===== config.mk =====
export PLATFORM = sky130hd
export DESIGN_NAME = ex_stage
export DESIGN_NICKNAME = d
export VERILOG_FILES = /design/src/rtl/ex_stage.sv
export SDC_FILE = /design/constraint.sdc
export NUM_CORES = 1
export LEC_CHECK = 0
export CAP_MARGIN = 20
export CELL_PAD_IN_SITES_DETAIL_PLACEMENT = 1
export CELL_PAD_IN_SITES_GLOBAL_PLACEMENT = 1
export CORE_ASPECT_RATIO = 1.5
export CORE_UTILIZATION = 38
export CTS_CLUSTER_SIZE = 10
export DETAILED_ROUTE_END_ITERATION = 10
export MAX_ROUTING_LAYER = met4
export PLACE_DENSITY = 0.93
export RECOVER_POWER = 50
export SLEW_MARGIN = 15
export SYNTH_ARGS = -nofsm -noshare
export SYNTH_HDL_FRONTEND = slang
export SYNTH_SLANG_ARGS = --single-unit

===== constraint.sdc =====
create_clock -name clk -period 3.9 [get_ports clk]
set_input_delay 0.78 -clock clk [delete_from_list [all_inputs] [get_ports clk]]
set_output_delay 0.78 -clock clk [all_outputs]
set_load 0.02 [all_outputs]

===== src/rtl/ex_stage.sv =====
// Execute stage: single-cycle ALU ops plus an iterative 1-bit-per-cycle shifter,
// with same-cycle forwarding to the decoder and a registered write-back bundle.
module ex_stage #(
    parameter int DATA_W = 32,
    parameter int REG_W  = 5
) (
    input  logic              clk,
    input  logic              rst,
    input  logic              valid_i,
    output logic              ready_o,
    input  logic [3:0]        rtlop_i,
    input  logic [1:0]        rtltype_i,
    input  logic [DATA_W-1:0] pc_i,
    input  logic [DATA_W-1:0] src1_i,
    input  logic [DATA_W-1:0] src2_i,
    input  logic [REG_W-1:0]  gprs_waddr_i,
    output logic [REG_W-1:0]  ex_gprs_waddr,
    output logic [DATA_W-1:0] ex_gprs_wdata,
    output logic              wb_we_o,
    output logic [REG_W-1:0]  wb_waddr_o,
    output logic [DATA_W-1:0] wb_wdata_o,
    output logic [DATA_W-1:0] wb_pc_o,
    output logic              error_o
);

    localparam logic [3:0] OP_ADD  = 4'b0000;
    localparam logic [3:0] OP_SLL  = 4'b0001;
    localparam logic [3:0] OP_SLT  = 4'b0010;
    localparam logic [3:0] OP_SLTU = 4'b0011;
    localparam logic [3:0] OP_XOR  = 4'b0100;
    localparam logic [3:0] OP_SHR  = 4'b0101;
    localparam logic [3:0] OP_OR   = 4'b0110;
    localparam logic [3:0] OP_AND  = 4'b0111;
    localparam logic [3:0] OP_SAR  = 4'b1101;

    typedef enum logic [1:0] {
        IDLE,
        ALU,
        SHIFT
    } state_t;

    state_t             state_q, state_d;
    logic [3:0]         op_q, op_d;
    logic [DATA_W-1:0]  opA_q, opA_d;
    logic [DATA_W-1:0]  opB_q, opB_d;
    logic [REG_W-1:0]   waddr_q, waddr_d;
    logic [DATA_W-1:0]  pc_q, pc_d;
    logic [4:0]         cnt_q, cnt_d;
    logic               invalid_q, invalid_d;

    logic               wbWe_q, wbWe_d;
    logic [REG_W-1:0]   wbWaddr_q, wbWaddr_d;
    logic [DATA_W-1:0]  wbWdata_q, wbWdata_d;
    logic [DATA_W-1:0]  wbPc_q, wbPc_d;
    logic               error_q, error_d;

    logic               completing;
    logic               accept;
    logic               inOpValid;
    logic               inIsShift;
    logic [DATA_W-1:0]  result;

    assign completing = (state_q == ALU) || ((state_q == SHIFT) && (cnt_q == 5'd0));
    assign ready_o    = (state_q == IDLE) || completing;
    assign accept     = valid_i && ready_o;

    always_comb begin
        inIsShift = (rtlop_i == OP_SLL) || (rtlop_i == OP_SHR) || (rtlop_i == OP_SAR);
        inOpValid = 1'b0;
        if (rtltype_i == 2'b00) begin
            case (rtlop_i)
                OP_ADD, OP_SLL, OP_SLT, OP_SLTU, OP_XOR,
                OP_SHR, OP_OR, OP_AND, OP_SAR: inOpValid = 1'b1;
                default:                       inOpValid = 1'b0;
            endcase
        end
    end

    // Shift ops leave their final value in opA_q, so the default arm covers them.
    always_comb begin
        result = opA_q;
        case (op_q)
            OP_ADD:  result = opA_q + opB_q;
            OP_SLT:  result = {{(DATA_W-1){1'b0}}, ($signed(opA_q) < $signed(opB_q))};
            OP_SLTU: result = {{(DATA_W-1){1'b0}}, (opA_q < opB_q)};
            OP_XOR:  result = opA_q ^ opB_q;
            OP_OR:   result = opA_q | opB_q;
            OP_AND:  result = opA_q & opB_q;
            default: result = opA_q;
        endcase
    end

    always_comb begin
        ex_gprs_waddr = '0;
        ex_gprs_wdata = '0;
        if (completing && !invalid_q) begin
            ex_gprs_waddr = waddr_q;
            ex_gprs_wdata = result;
        end
    end

    always_comb begin
        state_d   = state_q;
        op_d      = op_q;
        opA_d     = opA_q;
        opB_d     = opB_q;
        waddr_d   = waddr_q;
        pc_d      = pc_q;
        cnt_d     = cnt_q;
        invalid_d = invalid_q;
        wbWe_d    = 1'b0;
        wbWaddr_d = wbWaddr_q;
        wbWdata_d = wbWdata_q;
        wbPc_d    = wbPc_q;
        error_d   = 1'b0;

        if ((state_q == SHIFT) && (cnt_q != 5'd0)) begin
            cnt_d = cnt_q - 5'd1;
            case (op_q)
                OP_SLL:  opA_d = {opA_q[DATA_W-2:0], 1'b0};
                OP_SAR:  opA_d = {opA_q[DATA_W-1], opA_q[DATA_W-1:1]};
                default: opA_d = {1'b0, opA_q[DATA_W-1:1]};
            endcase
        end

        if (completing) begin
            state_d = IDLE;
            if (invalid_q) begin
                error_d = 1'b1;
            end else begin
                wbWe_d    = (waddr_q != '0);
                wbWaddr_d = waddr_q;
                wbWdata_d = result;
                wbPc_d    = pc_q;
            end
        end

        // A new bundle may be taken on the same edge the held op completes.
        if (accept) begin
            op_d      = rtlop_i;
            opA_d     = src1_i;
            opB_d     = src2_i;
            waddr_d   = gprs_waddr_i;
            pc_d      = pc_i;
            cnt_d     = src2_i[4:0];
            invalid_d = !inOpValid;
            state_d   = (inOpValid && inIsShift) ? SHIFT : ALU;
        end
    end

    always_ff @(posedge clk) begin
        if (rst) begin
            state_q   <= IDLE;
            op_q      <= '0;
            opA_q     <= '0;
            opB_q     <= '0;
            waddr_q   <= '0;
            pc_q      <= '0;
            cnt_q     <= '0;
            invalid_q <= 1'b0;
            wbWe_q    <= 1'b0;
            wbWaddr_q <= '0;
            wbWdata_q <= '0;
            wbPc_q    <= '0;
            error_q   <= 1'b0;
        end else begin
            state_q   <= state_d;
            op_q      <= op_d;
            opA_q     <= opA_d;
            opB_q     <= opB_d;
            waddr_q   <= waddr_d;
            pc_q      <= pc_d;
            cnt_q     <= cnt_d;
            invalid_q <= invalid_d;
            wbWe_q    <= wbWe_d;
            wbWaddr_q <= wbWaddr_d;
            wbWdata_q <= wbWdata_d;
            wbPc_q    <= wbPc_d;
            error_q   <= error_d;
        end
    end

    assign wb_we_o    = wbWe_q;
    assign wb_waddr_o = wbWaddr_q;
    assign wb_wdata_o = wbWdata_q;
    assign wb_pc_o    = wbPc_q;
    assign error_o    = error_q;

endmodule


==> results of run 1 <==
worst max-delay path, delay by kind of cell, from the launching register on:
family                     cells  cell delay, ns
AOI/OAI and AO/OA              4            0.91
xor gates and xnor gates       1            0.67
adders and majority gates      1            0.41
buffers and inverters          5            0.79
DFF                            1            0.35
and+or+nand+nor                3            0.75
what timing repair did:
| action | in CTS | in global routing |
|---|---|---|
| hold endpoints to repair | 0 | 0 |
| gates resized for setup | 247 | 130 |
| endpoints found under the setup margin | 37 | 30 |
| setup buffers | 25 | 23 |
| pin swaps | 54 | 66 |
| hold buffers | 0 | 0 |
layout by cell type (no fill, tap or decap), types with 37 or more instances in the layout:
cell type	count
a221oi_1	51
clkdlybuf4s50_1	114
dfxtp_1	163
dlygate4sd3_1	71
inv_1	73
nor2_1	82
nand2_1	324
buf_4	197
a21oi_1	207
ha_1	68
o21ai_0	37
state kept, by name (all words and copies together) (netlist names):
register and count:
wb_waddr_o 5, wb_we_o 1, cnt_q 5, pc_q 32
op_q 4, error_o 1, wb_wdata_o 32, opA_q 32
waddr_q 5, wb_pc_o 32, state_q 2, invalid_q 1
opB_q 32
layout make-up:
cell class,instances,area [µm²],area share
Timing Repair Buffer,429,3850,0.231
Inverter,89,337,0.0202
Multi-Input combinational cell,1102,7630,0.458
Clock inverter,15,174,0.0104
Clock buffer,17,425,0.0256
Antenna cell,12,30.0,0.00180
Tap cell,390,488,0.0293
Sequential cell,184,3720,0.223
metrics by stage:
stage          area [µm²]  utilization  hold WS (ns)
2_1_floorplan       11200            -         0.432
3_3_place_gp        14700        0.507         0.436
3_5_place_dp        14700        0.507         0.447
4_1_cts             16000        0.553         0.458
5_1_grt             16600        0.576         0.478
6_report            16600        0.576         0.456
final timing paths:
check                           depth (start not counted)           endpoint  slack (ns)
worst min register to register                          2        wb_pc_o[16]        0.46
worst max-delay path                                   14  ex_gprs_wdata[24]       -1.27
worst max register to register                          9          opB_q[31]       -0.22
worst min-delay path                                    2        wb_pc_o[16]        0.46
per-layer routing:
metal,part of all wire,global-route usage,vias up
met5,0,-,-
met3,0.13,0.102,720
met2,0.44,0.650,1557
li1,-,-,5776
met4,0.11,0.370,0
met1,0.32,0.389,7044
cells by family after synthesis:
logic type                 after synthesis  synth area share
DFF                                    184             0.328
muxes                                    6           0.00546
and+or+nand+nor                        522             0.198
AOI/OAI and AO/OA                      451             0.257
adders and majority gates               98             0.110
buffers and inverters                  205            0.0814
xor gates and xnor gates                25            0.0195
synth_stat cells, types with 3 or more instances:
| cell type | n |
|---|---|
| o31ai_1 | 3 |
| a211oi_2 | 4 |
| xnor2_1 | 14 |
| o21ai_0 | 48 |
| o211ai_1 | 6 |
| a221oi_2 | 3 |
| inv_1 | 89 |
| and3_1 | 3 |
| a21o_1 | 13 |
| clkbuf_8 | 6 |
| nand2_1 | 333 |
| a31o_2 | 4 |
| nor2_1 | 91 |
| buf_6 | 4 |
| o21a_1 | 18 |
| a31oi_1 | 13 |
| a21oi_1 | 223 |
| a221oi_1 | 60 |
| nor3b_1 | 4 |
| o21ai_1 | 5 |
| nor2b_1 | 8 |
| nand4_1 | 6 |
| mux2i_1 | 5 |
| nor3_1 | 12 |
| a211oi_1 | 15 |
| nand3_1 | 11 |
| clkbuf_1 | 81 |
| ha_1 | 97 |
| o21bai_1 | 9 |
| and2_1 | 13 |
| or4_1 | 3 |
| nand2b_1 | 12 |
| buf_1 | 6 |
| nor4_1 | 9 |
| xor2_1 | 11 |
| buf_2 | 12 |
| or3_1 | 3 |
| nor4b_1 | 3 |
| dfxtp_1 | 184 |
where the power goes:
part           switching [mW]  leakage, nW  internal (mW)
combinational            1.06         5.15          0.670
sequential             0.0866         1.52           1.97
clock                    1.04        0.293          0.870
total                    2.19         6.96           3.51
==> metrics.cfg, run 1 <==
[hold_path]
hold_path_class = reg -> reg
min-delay-start = wb_pc_o[16]

[synthesis]
synth.avg_cell_area_um2 = 7.53
synth-seq-cells = 184
synth_flop_cell = dfxtp_1
synthArstFlopShare = 0
synth-edff-count = 0
yosysTopAreaCell = dfxtp_1
yosysUniqueCellTypes = 76
synth_area_um2 = 11200
ys_warn_count = 0
seq_area_frac_synth = 0.328
syn-num-nets = 1699
synth_top_area_frac = 0.328
synth_cells = 1491
synthTopCellsByArea = dfxtp_1 33%, nand2_1 11%, ha_1 11%

[timing]
fmax_ghz = 0.193
relSlewSlack = 0.0332
worstMarginPinSlew_ns = 1.45
fin_crit_sh = 1.33
fin_setup_tns_ns = -15.05
clock_skew_ns = 0.0683
final-setup-viol-count = 39
rsz0062_at_grt = true
slew_violations = 0
fin_crit_ns = 5.17
hold_viol_final = 0
layout_setup_ws_ns = -1.27

[final_layout]
fill_cells = 3427
stdcell_count = 2238
nets = 2031
area_delta_synth_final_pct = 48.4
drive_above_1_share = 0.251

[cts]
clk_pin_slew_ns = 0.08
tritoncts = done
clk_latency_ns = 0.56
root_buffer = clkbuf_16
clock-sinks = 184
h-tree-depth = 4
clock_path_buffers = 2
cts_buffers = 17

[critical_path]
cp.required_ns = 3.12
cp-start-kind = register
path_class = reg -> out
slowest_delay_ns = 0.67
r2r-start = cnt_q[0]
worst_ep_arrival_time_ns = 4.39
setup.worst_path.start = opB_q[8]
crit_path_frequent_cell = buf_4
crit_chain = inv_1 > ha_2 > and2_1 > buf_4 > nand2_1 > nor2_1 > a221oi_4 > buf_6 > buf_4 > o21ai_2 > xor2_1 > a21oi_1 > a211oi_2 > buf_4
cp_max_fo = 4
crit_slowest_cell = xor2_1
cp-end-kind = output port

[routing]
antenna_left = 0
drc = 0
vias = 15100
dr.pass1.iters = 9
vias_per_cell = 6.75
wire_per_inst_um = 32.7
routed_wl_um = 73200
drt_iter0_markers = 2396

[floorplanning]
io_pins = 219
rows = 76
core_um2 = 28900
die_w_um = 142
floorplan.die_area_um2 = 30200
die_h_um = 212
initial_utilization = 0.388

[outcome]
violations = setup timing
outcome = finished with violations

[power_and_ir_drop]
power_density_nw_per_um2 = 343
p_leak_nw = 6.96
peakVddDrop_mv = 0.320
total_power_mw = 5.70

[placement]
pre_cts_ws_ns = -0.275
dp.cells = 2151
port_buffers = 218
place.gp.congestion = 0.943
place_hpwl_um = 32700

[global_route]
grt_usage = 0.400
antenna_found_initial = 10
grt_pass1_vias = 15100
overflow = 0
grt_pass1_wl_um = 88100
grt_start_max_net_pins = 110

[flow_run]
max_cap_viol_count = 0

Power figures use the tool's default switching activity.
==> inputs of run 2 (changes only) <==
Settings changed: SKIP_CTS_REPAIR_TIMING set to 1.
==> run 2 against run 1 <==
Compared with the run above: the flow still finishes with violations (setup timing); sequential cell count stayed put; highest routed layer unchanged; first-iteration DRC count is 48% lower; total power decreased by 4.6%; utilization down 0.99 points; combinational power is 10% lower; clock power decreased by 4%; cell count down 1.0%; critical path type unchanged; wire length fell by 19%; maximum frequency up 22%; non-clock buffer count fell by 15; clock skew decreased by 0.052 ns.
==> metrics.cfg, run 2 (synthesized netlist as in run 1, its figures left out) <==
[critical_path]
path_class = reg -> out
rrSetupSlack_ns = 0.33  ; +0.55 ns
crit_slowest_cell = dfxtp_1
cp_max_fo = 6  ; +2
critical-path-top-delay-family = compound AO/OA/AOI/OAI gates
r2r-start = cnt_q[0]
rr_worst_depth = 9  ; unchanged
critPathBufInv = 3  ; -2
r2r-end = opA_q[24]
cp-start-kind = register
slowest_delay_ns = 0.40  ; -0.27 ns
worst_ep_arrival_time_ns = 3.44  ; -0.95 ns
crit_chain = buf_4 > ha_1 > a21oi_2 > and2_1 > a22oi_2 > o21ai_4 > o211a_4 > a31o_4 > o21ai_4 > mux2i_1 > buf_4 > nand2_2 > buf_6
cp-end-kind = output port
cp.required_ns = 3.12  ; about the same

[routing]
drc = 0  ; unchanged
antenna_left = 0  ; unchanged
top_layer = met4
wl_met2_um = 28900  ; -11%
wire_per_inst_um = 26.8  ; -18%
drt_iter0_markers = 1253  ; -48%
vias_per_cell = 6.36  ; -5.7%
vias = 14100  ; -6.7%
met1Wirelength_um = 20000  ; -15%
dr.pass1.iters = 7  ; -2
routed_wl_um = 59300  ; -19%
met3_length_um = 4790  ; -49%

[timing]
rsz0062_at_grt = true
fin_crit_sh = 1.08  ; -0.243
fin_crit_ns = 4.22  ; -0.947 ns
fmax_ghz = 0.237  ; +22%
worstMarginPinSlew_ns = 1.39  ; -0.0579 ns
fin_setup_tns_ns = -4.72  ; +10.34 ns
slew_violations = 0  ; unchanged
final-setup-viol-count = 30  ; -23%
clock_skew_ns = 0.0161  ; -0.0522 ns
layout_setup_ws_ns = -0.323  ; +0.947 ns
hold_viol_final = 0  ; unchanged
relSlewSlack = 0.0718  ; +0.0386

[placement]
place_area_um2 = 14700  ; unchanged
place_hpwl_um = 32700  ; unchanged
place.gp.congestion = 0.943  ; unchanged
port_buffers = 218  ; unchanged
dp.cells = 2151  ; unchanged

[cts]
clk_latency_ns = 0.48  ; -0.08 ns
cts_buffers = 17  ; unchanged
root_buffer = clkbuf_16
clk_pin_slew_ns = 0.08  ; about the same
clock_path_buffers = 2  ; unchanged
tritoncts = done
clock-sinks = 184  ; unchanged
h-tree-depth = 4  ; unchanged

[final_layout]
stdcell_count = 2215  ; -1.0%
drive_above_1_share = 0.236  ; -0.0150
area_delta_synth_final_pct = 45.8
nets = 2016  ; -0.74%
design_area_um2 = 16400  ; -1.7%
final_cell_mix = 325 x nand2_1, 209 x a21oi_1, 194 x buf_4
layout_commonest_cell = nand2_1

[outcome]
violations = setup timing
outcome = finished with violations

[floorplanning]
initial_utilization = 0.388  ; unchanged
rows = 76  ; unchanged
core_um2 = 28900  ; unchanged
die_h_um = 212  ; unchanged
floorplan.die_area_um2 = 30200  ; unchanged
io_pins = 219  ; unchanged
die_w_um = 142  ; unchanged

[power_and_ir_drop]
p_leak_nw = 7.01  ; +0.69%
total_power_mw = 5.44  ; -4.6%
pwr-share-clk = 0.338  ; +0.003
power_density_nw_per_um2 = 333  ; -2.9%
p_comb_frac = 0.285  ; -0.019
swShare = 0.361  ; -0.0234
peakVddDrop_mv = 0.332  ; +3.9%
switchingPower_mw = 1.97  ; -10%
internal_power_mw = 3.48  ; -0.96%
seqPwrFrac = 0.377  ; +0.016

[hold_path]
min-delay-start = wb_pc_o[16]
hold_depth = 2  ; unchanged
hold_end = wb_pc_o[16]
hold_path_class = reg -> reg

[global_route]
grt_usage = 0.327  ; -0.0732
grt_start_max_net_pins = 110  ; unchanged
grt_pass1_vias = 13700  ; -9.1%
grt_pass1_wl_um = 73900  ; -16%
antenna_found_initial = 4  ; -6
overflow = 0  ; unchanged

[flow_run]
max_cap_viol_count = 0  ; unchanged

==> run 2: cell count changes in the layout (fill, tap and decap cells not counted), moves of 5 or more <==
cell	before	now
buf_6	26	17
dfxtp_2	18	26
diode_2	12	4
dfxtp_1	163	158
dlygate4sd2_1	5	0
dlymetal6s2s_1	2	10
ha_1	68	76
ha_4	21	15
==> run 2: power groups by stage <==
| stage | combinational, mW | sequential (mW) | clock (mW) |
|---|---|---|---|
| global placement | 1.20 | 2.07 | 0 |
| detailed placement | 1.26 | 2.08 | 0 |
| floorplan | 0.636 | 2.11 | 0 |
| CTS | 1.29 | 2.04 | 1.83 |
| finish | 1.55 | 2.05 | 1.84 |
| global route | 1.61 | 2.06 | 1.92 |
==> run 2: worst min-delay path, cell delays in order, from the launching register on <==
cell and delay (ns):
dfxtp_1 0.31, nand2_1 0.05, a21oi_1 0.05
==> run 2: worst max-delay path by stage <==
stage,depth (start not counted),start,slack (ns),endpoint
3_3_place_gp,13,opA_q[0],-0.20,ex_gprs_wdata[28]
2_1_floorplan,11,opB_q[0],0.41,ex_gprs_wdata[16]
6_report,13,opA_q[11],-0.32,ex_gprs_wdata[31]
5_1_grt,13,opA_q[11],-0.47,ex_gprs_wdata[31]
4_1_cts,13,opA_q[0],-0.90,ex_gprs_wdata[24]
3_5_place_dp,13,opA_q[0],-0.27,ex_gprs_wdata[24]
==> run 2: final cells by class <==
class                      instances  area, µm²
fill                            3454      12500
multi-input combinational       1102       7470
timing repair buffer             414       3740
sequential                       184       3720
tap                              390        488
clock buffer                      17        425
inverter                          89        334
clock inverter                    15        174
antenna                            4       10.0
==> run 2: per-layer routing <==
metal / GRT usage / up-vias
met3: 0.0518 / 508
met1: 0.328 / 6737
met2: 0.576 / 1106
met4: 0.227 / 0
li1: - / 5739
met5: - / -
==> run 2: per-stage QoR <==
stage / setup slack (ns) / utilization / hold slack (ns)
after floorplan: 0.415 / - / 0.432
after global placement: -0.204 / 0.507 / 0.436
after detailed placement: -0.275 / 0.507 / 0.447
after CTS: -0.899 / 0.528 / 0.458
after global routing: -0.469 / 0.566 / 0.478
final: -0.323 / 0.566 / 0.455
